File: config.mk
export PLATFORM = sky130hd
export DESIGN_NAME = pipe_stage_reg
export DESIGN_NICKNAME = d
export VERILOG_FILES = /design/src/rtl/cpu_pkg.sv /design/src/rtl/sat_counter.sv /design/src/rtl/pipe_stage_reg.sv
export SDC_FILE = /design/constraint.sdc
export NUM_CORES = 1
export LEC_CHECK = 0
export BUFFER_PORTS_ARGS = -buffer_cell sky130_fd_sc_hd__buf_2
export CAP_MARGIN = 10
export CORE_ASPECT_RATIO = 1.75
export CORE_MARGIN = 2
export CORE_UTILIZATION = 37
export DETAILED_ROUTE_END_ITERATION = 8
export GPL_ROUTABILITY_DRIVEN = 0
export PLACE_DENSITY_LB_ADDON = 0.15
export SYNTH_ARGS = -nofsm -noshare
export SYNTH_HDL_FRONTEND = slang
export SYNTH_HIERARCHICAL = 1
export SYNTH_SLANG_ARGS = --single-unit
File: constraint.sdc
create_clock -name clk -period 2.4 [get_ports clk]
set_input_delay 0.12 -clock clk [delete_from_list [all_inputs] [get_ports clk]]
set_output_delay 0.12 -clock clk [all_outputs]
set_load 0.1 [all_outputs]
File: src/rtl/cpu_pkg.sv
// Shared definitions for the 5-stage MIPS core: NOP encoding, exception codes
// and the per-edge action decoded by each inter-stage register.
package cpu_pkg;

    localparam logic [31:0] NOP_INSTR          = 32'h0000_0000;
    localparam logic [31:0] DEFAULT_HANDLER_PC = 32'h0000_4180;

    localparam logic [4:0] EXC_NONE = 5'd0;
    localparam logic [4:0] EXC_INT  = 5'd0;
    localparam logic [4:0] EXC_ADEL = 5'd4;
    localparam logic [4:0] EXC_ADES = 5'd5;
    localparam logic [4:0] EXC_RI   = 5'd10;
    localparam logic [4:0] EXC_OV   = 5'd12;

    typedef enum logic [2:0] {
        RST,
        REQ,
        FLUSH,
        ADV,
        HOLD
    } stage_act_e;

endpackage

File: src/rtl/sat_counter.sv
// Saturating up-counter with synchronous clear; sticks at all-ones instead of
// wrapping so a long stall never reads back as zero.
module sat_counter #(
    parameter int W = 8
) (
    input  logic         clk,
    input  logic         reset,
    input  logic         clr,
    input  logic         inc,
    output logic [W-1:0] cnt
);

    always_ff @(posedge clk) begin
        if (reset || clr) begin
            cnt <= '0;
        end else if (inc && (cnt != {W{1'b1}})) begin
            cnt <= cnt + W'(1);
        end
    end

endmodule

File: src/rtl/pipe_stage_reg.sv
// Inter-stage pipeline register (F/D, D/E, E/M, M/W) with stall, flush and
// exception-entry redirect, plus a saturating consecutive-stall counter.
module pipe_stage_reg
    import cpu_pkg::*;
#(
    parameter int                INSTR_W    = 32,
    parameter int                PC_W       = 32,
    parameter int                EXC_W      = 5,
    parameter logic [PC_W-1:0]   HANDLER_PC = PC_W'(DEFAULT_HANDLER_PC),
    parameter int                CNT_W      = 8
) (
    input  logic               clk,
    input  logic               reset,
    input  logic               en,
    input  logic               flush,
    input  logic               req,
    input  logic [INSTR_W-1:0] instr_in,
    input  logic [PC_W-1:0]    PC_in,
    input  logic [EXC_W-1:0]   exc_in,
    input  logic               bd_in,
    input  logic               valid_in,
    output logic [INSTR_W-1:0] instr_out,
    output logic [PC_W-1:0]    PC_out,
    output logic [EXC_W-1:0]   exc_out,
    output logic               bd_out,
    output logic               valid_out,
    output logic [CNT_W-1:0]   stall_cnt
);

    stage_act_e act;

    always_comb begin
        act = HOLD;
        if (reset)      act = RST;
        else if (req)   act = REQ;
        else if (flush) act = FLUSH;
        else if (en)    act = ADV;
    end

    // PC keeps tracking the input on reset/flush so EPC taken from a bubble is right.
    always_ff @(posedge clk) begin
        case (act)
            RST: begin
                instr_out <= INSTR_W'(NOP_INSTR);
                PC_out    <= PC_in;
                exc_out   <= '0;
                bd_out    <= 1'b0;
                valid_out <= 1'b0;
            end
            REQ: begin
                instr_out <= INSTR_W'(NOP_INSTR);
                PC_out    <= HANDLER_PC;
                exc_out   <= '0;
                bd_out    <= 1'b0;
                valid_out <= 1'b0;
            end
            FLUSH: begin
                instr_out <= INSTR_W'(NOP_INSTR);
                PC_out    <= PC_in;
                exc_out   <= '0;
                bd_out    <= bd_in;
                valid_out <= 1'b0;
            end
            ADV: begin
                instr_out <= instr_in;
                PC_out    <= PC_in;
                exc_out   <= exc_in;
                bd_out    <= bd_in;
                valid_out <= valid_in;
            end
            default: ;
        endcase
    end

    sat_counter #(.W(CNT_W)) u_stall_cnt (
        .clk   (clk),
        .reset (reset),
        .clr   (act != HOLD),
        .inc   (act == HOLD),
        .cnt   (stall_cnt)
    );

endmodule

== Word level (Yosys, flattened, before mapping) ==
Index checks and enable logic that the tools add are counted.
Word-level totals
  flip-flop bits (word level): 79
  word-level logic and storage cells: 32
  output and inout port bits: 79
Operators by class
  mux-type cells: 9
  reductions and logical operators: 10
  equality and inequality tests: 6
  add/subtract/negate cells: 1
Operators by type and width (number)
  $pmux 32 s2: 2
  $mux 3: 4
  $pmux 5 s2: 1
  $add 8x1->8 const B: 1
  $ne 8x8->1 const B: 1
  $eq 3x2->1 const B: 2
  $reduce_bool 2->1: 3
  $reduce_or 3->1: 2
  $pmux 1 s2: 2
  $reduce_or 2->1: 2
  $eq 3x1->1 const B: 1
  $eq 3x3->1 const B: 1
  $logic_not 3->1: 1
  $ne 3x3->1 const B: 1
  $logic_and 1x1->1: 1
  $logic_or 1x1->1: 1

== Depth between registers and ports, before layout ==
Gate-level depths: netlist (run 1).
  depth after elaboration: 7
  gate-level depth with buffers: 6
  depth with buffers taken out: 5

== Cells and area by module ==
Netlist (run 1), hierarchy kept.
Modules (own cells, without submodules)
  pipe_stage_reg: times used 1, sequential area each 2132.0 µm², cells each 161, area an instance 2746.4 µm²
  sat_counter: times used 1, sequential area each 160.2 µm², cells each 48, area an instance 421.7 µm²

== Least setup slack after synthesis (run 1) ==
Ideal clock, no wire load.
  kind: register to register
  start: reg u_stall_cnt.cnt[0]
  end: reg u_stall_cnt.cnt[6]
  path slack: 0.258 ns
  buffers on the path: 0
  period minus slack after synthesis: 2.142 ns
  data arrival time: 2.027 ns
  cell stages (with the launch flop): 5
  cells stage by stage: dfxtp_1 > ha_1 > nand3_1 > or4_1 > and3_1
On the way
  cells in the longest elaborated chain, start to end: 2
  elaborated cells on any way between the ends: 3
Ends and longest elaborated chain
  from (decl): line sat_counter.sv:10  | output logic [W-1:0] cnt
  from (signal assigned): line sat_counter.sv:17  | cnt <= cnt + W'(1);
  parallel branches: the longest is 2 deep, another holds $add 8x1->8
Parallel ways; which one is timed is not known.
A chain may end at the register's enable or synchronous reset.

== Worst setup path after layout (run 1) ==
  start: in reset
  end: reg u_stall_cnt.cnt[6]
On the way
  cells in the longest elaborated chain, start to end: 3
  elaborated cells on any way between the ends: 5
Ends and longest elaborated chain
  from (decl): line pipe_stage_reg.sv:13  | input logic reset,
  $mux 3: line pipe_stage_reg.sv:34  | if (reset) act = RST;
  $eq 3x3->1 / $ne 3x3->1 (equally long branches): line pipe_stage_reg.sv:79, pipe_stage_reg.sv:78
  $logic_and 1x1->1 / $logic_or 1x1->1 (equally long branches): line sat_counter.sv:16, sat_counter.sv:14
Parallel ways exist; a longest one is shown, timed or not.

==> qor_table.md, run 1 <==
| Step | Result | Reported |
|---|---|---|
| hold path | Cell depth of the worst min-delay path | 2 |
| placed design | Placed Cells incl. Taps | 470 |
| layout | Area of all placed cells without fillers | 0.00434 mm^2 |
| pwr | Maximum ir drop on the vdd rail | 0.000386 V |
| synth | Dominant combinational cell family by area after synthesis | simple AND/OR/NAND/NOR gates |
| pwr | Portion of total power attributed to the clock network | 34.1% |
| grt | First-pass GRT wire length | 10,600 um |
| pwr | Combinational cell fraction of total power | 21.9% |
| sta | Max-slew violations | 0 |
| sta | Final setup violation count | 0 |
| cts | TritonCTS Buffers | 9 |
| layout | Fraction of final layout cells sized beyond drive strength 1 | 47.7% |
| cts | H-tree level count | 3 |
| hold path | HP Class | primary input to flop |
| critical path | Critical Path AT | 1.79 ns |
| sta | Unrepaired setup endpoints after global routing | no |
| hold path | Critical hold path startpoint | PC_in[7] |
| pwr | Leakage Power | 2.02 nW |
| floorplanning | Std-Cell Core Area | 0.00831 mm^2 |
| cts | Clock tree from TritonCTS | built |
| sta | Achievable Freq | 635 MHz |
| grt | Global routing's busiest layer | met2 |
| pwr | Share of total power consumed by net switching | 32.1% |
| layout | Fin nets | 443 |
| cts | Total of hold buffers inserted after clock tree synthesis | 0 |
| critical path | Buf+Inv Stages, Crit Path | 2 |
| detailed routing | Via count | 2,245 |
| synth | Proportion of synthesized chip area in sequential cells | 72.4% |
| detailed routing | Average wire per cell in the routed design | 14.2 um |
| sta | Clock skew after layout | 0.00338 ns |
| cts | Post-cts gate resize count | 0 |
| synth | Number of synthesized flops with an enable pin | 71 |
| layout | Filler cells | 754 |
| grt | Via count of the first global-routing pass | 2,201 |
| critical path | Kind of launch point of the worst setup path | primary input |
| layout | Layout area overhead | 36.9% |
| sta | Worst rel slew slack | 50.1% |
| synth | Net count after synthesis | 286 |
| sta | Final critical path time including I/O delays and setup | 1.57 ns |
| detailed routing | Via/cell ratio | 4.62 |
| floorplanning | Ports | 155 |
| synth | Number of instances in the synthesized netlist | 209 |
| floorplanning | Initial standard-cell utilization of the core | 38.1% |
| detailed routing | Residual DRC count | 0 |
| grt | Global-route met2 utilization | 26.3% |
| synth | Async set or reset register ratio after synthesis | 0% |
| synth | Avg Synthesized Cell Area | 15.2 um^2 |
| layout | Antenna Diode Count | 0 |
| critical path | FF-to-FF setup slack | 0.91 ns |
| synth | Yosys Warn Count | 6 |
| critical path | Worst path required time | 2.62 ns |
| critical path | Launching element of the worst setup path | reset |
| sta | Slew at the pin with the worst max-slew slack | 0.749 ns |
| grt | Met3 Track Usage GR | 3.57% |
| critical path | Kind of cell with the highest combined delay on the critical path | simple AND/OR/NAND/NOR gates |
| critical path | Most frequent cell on the critical path | or4_1 |
| floorplanning | Die Y-Extent | 126 um |
| synth | Post-synthesis mux area share | 1.26% |
| synth | Post-synthesis simple-gate area fraction | 13.8% |
| grt | Number of antenna violations at the first check in global routing | 0 |
| critical path | CP max stage delay | 0.59 ns |
| floorplanning | Cell row count | 44 |
| sta | Number of hold violations in the final report | 0 |
| cts | TritonCTS Sinks | 79 |
| floorplanning | Full die area | 0.00935 mm^2 |
| critical path | Depth of the worst register-to-register path | 4 |
| cts | Later-pin clock latency in the skew report | 0.32 ns |
| placed design | Count of buffers inserted at the top-level ports | 154 |
| placed design | Standard cell area after detailed placement | 0.00407 mm^2 |
| floorplanning | Die width | 74.0 um |
| grt | GR Overflow Total | 0 |
| placed design | Estimated wirelength of the detail-placed design | 5060 um |
| synth | Synthesized area | 0.00317 mm^2 |
| critical path | Crit Path Category | primary input to flop |
| detailed routing | Residual antenna-violating net count after detailed routing | 0 |
| synth | Count of state elements after synthesis | 79 |
| cts | Clock root buffer | clkbuf_16 |
| pwr | Internal Power | 2.46 mW |
| critical path | Crit path max-delay cell type | or4_1 |
| synth | Top flip-flop cell by instance count after synthesis | edfxtp_1 |
| cts | Clock-pin transition on the worst setup and hold timing paths | 0.06 ns |
| flow run | Total of max-cap violations | 0 |
| sta | Total Negative Setup Slacks | 0 ns |
| critical path | Critical R2R Capture | u_stall_cnt/cnt[6] |
| synth | Distinct cell type count after synthesis | 33 |
| hold path | Worst hold endpoint | PC_out[7] |
| critical path | Worst R2R Start | u_stall_cnt/cnt[1] |
| synth | Share of the synthesized area in compound gates (AO/OA/AOI/OAI) | 9.72% |
| grt | Met1 demand-to-capacity share in global routing | 16.6% |
| grt | GR Util All Layers | 15.2% |
| critical path | Critical path capture point type | flop |
| critical path | Crit path cell chain | buf_2, or4_1, inv_1, nand3_1, or4_1, and3_1 |
| pwr | Proportion of power drawn by flip-flops and latches | 44.0% |
| cts | Maximum count of clock buffers along a single path | 2 |
| detailed routing | Number of design-rule violations left by the first detailed-router iteration | 90 |
| synth | Synth Area in XOR/XNOR | 0% |
| layout | Number of standard cells in the final layout excluding fillers | 486 |
| grt | Largest net degree at the start of global routing | 39 |
| cts | Post-CTS setup buffer count | 0 |
| sta | Fraction of the cycle the final worst path needs | 65.6% |
| detailed routing | Routed Wire Length | 6920 um |
| status | Result of the run | completed |
| synth | Adder-cell share of the synthesized area | 0.395% |
| detailed routing | Drt pass-1 iters | 4 |
| pwr | Cell Pwr Density | 836 mW/mm^2 |
| pwr | Total net switching power | 1.16 mW |
| critical path | Critical-path maximum fanout | 19 |
[sequential cells by signal, summed over array words and instances (netlist names)]
name             cells
PC_out              32
bd_out               1
exc_out              5
instr_out           32
u_stall_cnt/cnt      8
valid_out            1
[area by class of cell]
cell class	count	area, um^2	area share [%]
multi-input combinational	116	808	18.6
inverter	2	7.51	0.173
clock inverter	1	5.00	0.115
tap	115	144	3.32
sequential	79	2290	52.8
clock buffer	15	268	6.17
timing repair buffer	158	813	18.7
[per-layer routing]
metal  up-vias  routed length, um
li1       1089                  -
met1      1042               2680
met2       100               3670
met3        14                396
met4         0                172
met5         -                  0
[metrics by stage]
stage | worst slack (ns) | hold slack, ns | power [mW] | util [%]
after floorplan | 0.258 | 0.199 | 2.27 | -
after global placement | 0.540 | 0.396 | 2.42 | 48.9
after detailed placement | 0.505 | 0.396 | 2.42 | 48.9
after CTS | 0.856 | 0.0534 | 3.66 | 52.2
after global routing | 0.691 | 0.0608 | 3.75 | 52.2
final | 0.826 | 0.0657 | 3.63 | 52.2
[cells in the mapped netlist (2+ instances only)]
cell type	count	area, um^2
a21oi_1	5	25.0
nand3_1	2	10.0
and3_1	2	12.5
o21bai_1	3	22.5
nand2_1	7	26.3
nor2_1	2	7.51
edfxtp_1	71	2130
or4_1	5	37.5
nand4_1	2	12.5
and3b_1	2	17.5
clkbuf_1	4	15.0
inv_1	2	7.51
dfxtp_1	8	160
buf_2	5	25.0
and2_1	38	238
mux2i_1	4	40.0
o21a_1	29	218
buf_6	2	22.5
or3_1	2	12.5
[worst max-delay path by stage]
| stage | to | depth (start not counted) |
|---|---|---|
| after CTS | u_stall_cnt/cnt[3] | 6 |
| after floorplan | u_stall_cnt/cnt[6] | 4 |
| final | u_stall_cnt/cnt[6] | 6 |
| after global routing | u_stall_cnt/cnt[3] | 6 |
| after global placement | u_stall_cnt/cnt[6] | 6 |
| after detailed placement | u_stall_cnt/cnt[6] | 6 |
[power by group through the flow]
stage / registers (mW) / clock network [mW] / logic, mW
after floorplan: 2.20 / 0 / 0.0713
after global placement: 1.62 / 0 / 0.796
after detailed placement: 1.62 / 0 / 0.800
after CTS: 1.60 / 1.27 / 0.801
after global routing: 1.60 / 1.33 / 0.821
final: 1.59 / 1.24 / 0.794
[cell usage in the layout, fill, tap and decap left out, drive strengths merged]
cell and count:
and3b 2, nand4 2, or4 5, nor4 1, o21bai 3, o21ba 1, nand3 2, ha 1
nand2 7, a21oi 5, o21ai 1, o2111ai 1, clkinv 1, and3 2, and2 39, edfxtp 71
and4 2, a21boi 2, or3 3, o21a 29, mux2i 4, nor2 2, buf 158, inv 2
clkbuf 15, nor4b 2, dfxtp 8
[worst register-to-register path, delay by kind of cell, from the launching register on]
family	cells	cell delay, ns
simple gates	3	0.74
flops	1	0.39
fa+ha+maj	1	0.26
[cell families after synthesis]
family | count (synthesis)
DFF | 79
and+or+nand+nor | 69
AOI/OAI and AO/OA | 42
buffers and inverters | 14
muxes | 4
adders and majority gates | 1
No activity file was read; power rests on OpenSTA's default activity.
==> inputs of run 2 (changes only) <==
ABC_AREA = 1   (was unset)
clock period = 1.6 ns   (was 2.4 ns; I/O delays follow)
==> qor_table.md, run 2 <==
| Step | Result | Reported | vs previous |
|---|---|---|---|
| floorplanning | Initial standard-cell utilization of the core | 38.1% | about the same |
| floorplanning | Cell row count | 45 | was 44 |
| synth | Cell type contributing the most total cell area after synthesis | edfxtp_1 | unchanged |
| detailed routing | M1 wire length | 2810 um | was 2680 um |
| floorplanning | Ports | 155 | unchanged |
| cts | Post-CTS setup buffer count | 0 | unchanged |
| sta | Total Negative Setup Slacks | 0 ns | unchanged |
| floorplanning | Die width | 75.4 um | was 74.0 um |
| cts | Clock tree from TritonCTS | built | unchanged |
| sta | Worst rel slew slack | 66.0% | was 50.1% |
| sta | Fraction of the cycle the final worst path needs | 79.9% |  |
| detailed routing | Residual antenna-violating net count after detailed routing | 0 | unchanged |
| detailed routing | Residual DRC count | 0 | unchanged |
| floorplanning | Die Y-Extent | 129 um | was 126 um |
| grt | GR Util All Layers | 14.9% | was 15.2% |
| synth | Number of synthesized flops with an enable pin | 71 | unchanged |
| placed design | Placed Cells incl. Taps | 570 | was 470 |
| synth | Async set or reset register ratio after synthesis | 0% | unchanged |
| synth | Yosys Warn Count | 6 | unchanged |
| critical path | Critical-path maximum fanout | 11 | was 19 |
| synth | Cell types occupying the most area after synthesis | edfxtp_1, inv_1, a21oi_1 | was edfxtp_1, and2_1, o21a_1 |
| layout | Total area of multi-input combinational cells | 612 um^2 | was 808 um^2 |
| cts | Clock root buffer | clkbuf_16 | unchanged |
| sta | Final setup violation count | 0 | unchanged |
| detailed routing | Via count | 2,487 | was 2,245 |
| layout | Largest registers in the final layout | PC_out x32, instr_out x32, u_stall_cnt/cnt x8 | unchanged |
| detailed routing | Average wire per cell in the routed design | 11.9 um | was 14.2 um |
| synth | Top cells by instance count after synthesis | inv_1, edfxtp_1, nor2_1 | was edfxtp_1, and2_1, o21a_1 |
| pwr | Maximum ir drop on the vdd rail | 0.000697 V | was 0.000386 V |
| detailed routing | Routed Wire Length | 7030 um | was 6920 um |
| pwr | Cell Pwr Density | 1310 mW/mm^2 | was 836 mW/mm^2 |
| synth | Dominant cell by count in the synthesized netlist | inv_1 | was edfxtp_1 |
| synth | Distinct cell type count after synthesis | 24 | was 33 |
| synth | Net count after synthesis | 381 | was 286 |
| layout | Fin nets | 544 | was 443 |
| detailed routing | Highest layer used for signal routing | met4 | unchanged |
| synth | Count of state elements after synthesis | 79 | unchanged |
| layout | Utilization after layout | 53.5% | was 52.2% |
| cts | TritonCTS Sinks | 79 | unchanged |
| sta | Final critical path time including I/O delays and setup | 1.28 ns |  |
| synth | Proportion of synthesized chip area in sequential cells | 69.5% | was 72.4% |
| grt | GR Overflow Total | 0 | unchanged |
| sta | Max-slew violations | 0 | unchanged |
| layout | Antenna Diode Count | 0 | unchanged |
| layout | Layout area overhead | 40.5% | was 36.9% |
| detailed routing | Detailed route wirelength on metal2 | 3570 um | was 3670 um |
| cts | H-tree level count | 3 | unchanged |
| grt | First-pass GRT wire length | 10,800 um | was 10,600 um |
| detailed routing | Met3 wire len | 508 um | was 396 um |
| cts | Maximum count of clock buffers along a single path | 2 | unchanged |
| sta | Unrepaired setup endpoints after global routing | no | unchanged |
| grt | Largest net degree at the start of global routing | 39 | unchanged |
| synth | Top flip-flop cell by instance count after synthesis | edfxtp_1 | unchanged |
| critical path | Critical Path AT | 1.53 ns | was 1.79 ns |
| layout | Number of standard cells in the final layout excluding fillers | 589 | was 486 |
| placed design | Estimated wirelength of the detail-placed design | 5180 um | was 5060 um |
| floorplanning | Full die area | 0.00972 mm^2 | was 0.00935 mm^2 |
| hold path | HP Class | primary input to flop | unchanged |
| layout | Most frequent cells in the layout | buf_2, inv_1, edfxtp_1, nor2_1, a21oi_1 | was buf_2, edfxtp_1, and2_1, o21a_1, clkbuf_16 |
| grt | Number of antenna violations at the first check in global routing | 0 | unchanged |
| flow run | Total of max-cap violations | 0 | unchanged |
| sta | Number of hold violations in the final report | 0 | unchanged |
| detailed routing | Drt pass-1 iters | 4 | unchanged |
| status | Result of the run | completed | unchanged |
| critical path | Critical path capture point type | flop | unchanged |
| cts | Later-pin clock latency in the skew report | 0.33 ns | was 0.32 ns |
| synth | Avg Synthesized Cell Area | 10.9 um^2 | was 15.2 um^2 |
| pwr | Leakage Power | 2.47 nW | was 2.02 nW |
| sta | Achievable Freq | 782 MHz |  |
| layout | Fraction of final layout cells sized beyond drive strength 1 | 42.8% | was 47.7% |
| cts | TritonCTS Buffers | 9 | unchanged |
| grt | Via count of the first global-routing pass | 2,366 | was 2,201 |
| detailed routing | Via/cell ratio | 4.22 | was 4.62 |
| layout | Most frequent standard cell in the layout excluding fill and tap cells | buf_2 | unchanged |
| critical path | Kind of launch point of the worst setup path | flop | was primary input |
| pwr | Total power of the final layout | 6.07 mW | was 3.63 mW |
| synth | Area share of the leading cell type in the synthesized netlist | 64.6% | was 67.3% |
| placed design | Count of buffers inserted at the top-level ports | 154 | unchanged |
| floorplanning | Std-Cell Core Area | 0.00867 mm^2 | was 0.00831 mm^2 |
| sta | Clock skew after layout | 0.00318 ns | was 0.00338 ns |
| sta | Slew at the pin with the worst max-slew slack | 0.514 ns | was 0.749 ns |
| synth | Synthesized area | 0.00330 mm^2 | was 0.00317 mm^2 |
| layout | Filler cells | 857 | was 754 |
| layout | Sequential cell area | 0.00231 mm^2 | was 0.00229 mm^2 |
| cts | Clock-pin transition on the worst setup and hold timing paths | 0.06 ns | about the same |
| synth | Number of instances in the synthesized netlist | 304 | was 209 |
| detailed routing | Number of design-rule violations left by the first detailed-router iteration | 74 | was 90 |
| critical path | Crit Path Category | flop to flop | was primary input to flop |
| critical path | Worst path required time | 1.85 ns | was 2.62 ns |
run 2: per-stage QoR:
step	hold WS [ns]	cell area (um^2)	worst slack [ns]
final	0.0479	4640	0.322
after global routing	0.0441	4640	0.175
after CTS	0.0363	4640	0.337
after detailed placement	0.343	4250	0.349
after global placement	0.337	4250	0.394
after floorplan	0.219	3310	0.0198
run 2: worst paths after layout:
check        slack (ns)                from  depth (start not counted)                 end
max                0.32  u_stall_cnt/cnt[0]                          7  u_stall_cnt/cnt[0]
min                0.05           exc_in[2]                          3          exc_out[2]
max reg2reg        0.32  u_stall_cnt/cnt[0]                          7  u_stall_cnt/cnt[0]
min reg2reg        0.48  u_stall_cnt/cnt[6]                          2  u_stall_cnt/cnt[6]
run 2: per-layer routing:
metal	vias to the layer above	GRT usage, %
li1	1272	-
met1	1102	17.8
met2	106	24.1
met3	7	4.07
met4	0	7.74
met5	-	0
run 2: cells by family (layout without fill, tap and decap cells):
group / after synthesis / count (layout) / share of synthesized area (%)
buf+inv: 98 / 266 / 12.1
fa+ha+maj: 1 / 1 / 0.379
simple gates: 90 / 90 / 12.6
compound gates: 36 / 36 / 5.50
flops: 79 / 79 / 69.5
run 2: critical path: stages, from the launching register on:
cell     delay, ns
dfxtp_4       0.36
ha_1          0.17
nand2_1       0.08
nor2_1        0.12
nand2_2       0.17
nand3_1       0.13
nand2_1       0.06
nor2_1        0.12
run 2: area by class of cell:
cell class              instances  area share (%)
repair buffers                163            19.1
multi-input cells             127            13.2
inverters                      87            7.04
flip-flops and latches         79            49.8
well taps                     117            3.16
clock inverters                 6            2.86
clock buffers                  10            4.94
run 2: what timing repair did:
item	4_1_cts	5_1_grt
hold endpoints to repair	3	0
hold buffers	3	0
gates resized for setup	0	0
run 2: power breakdown:
part / leakage (nW) / total, mW / internal (mW) / switching [mW]
registers: 0.883 / 2.39 / 2.36 / 0.0289
logic: 1.41 / 1.22 / 0.193 / 1.03
clock network: 0.174 / 2.45 / 1.68 / 0.775
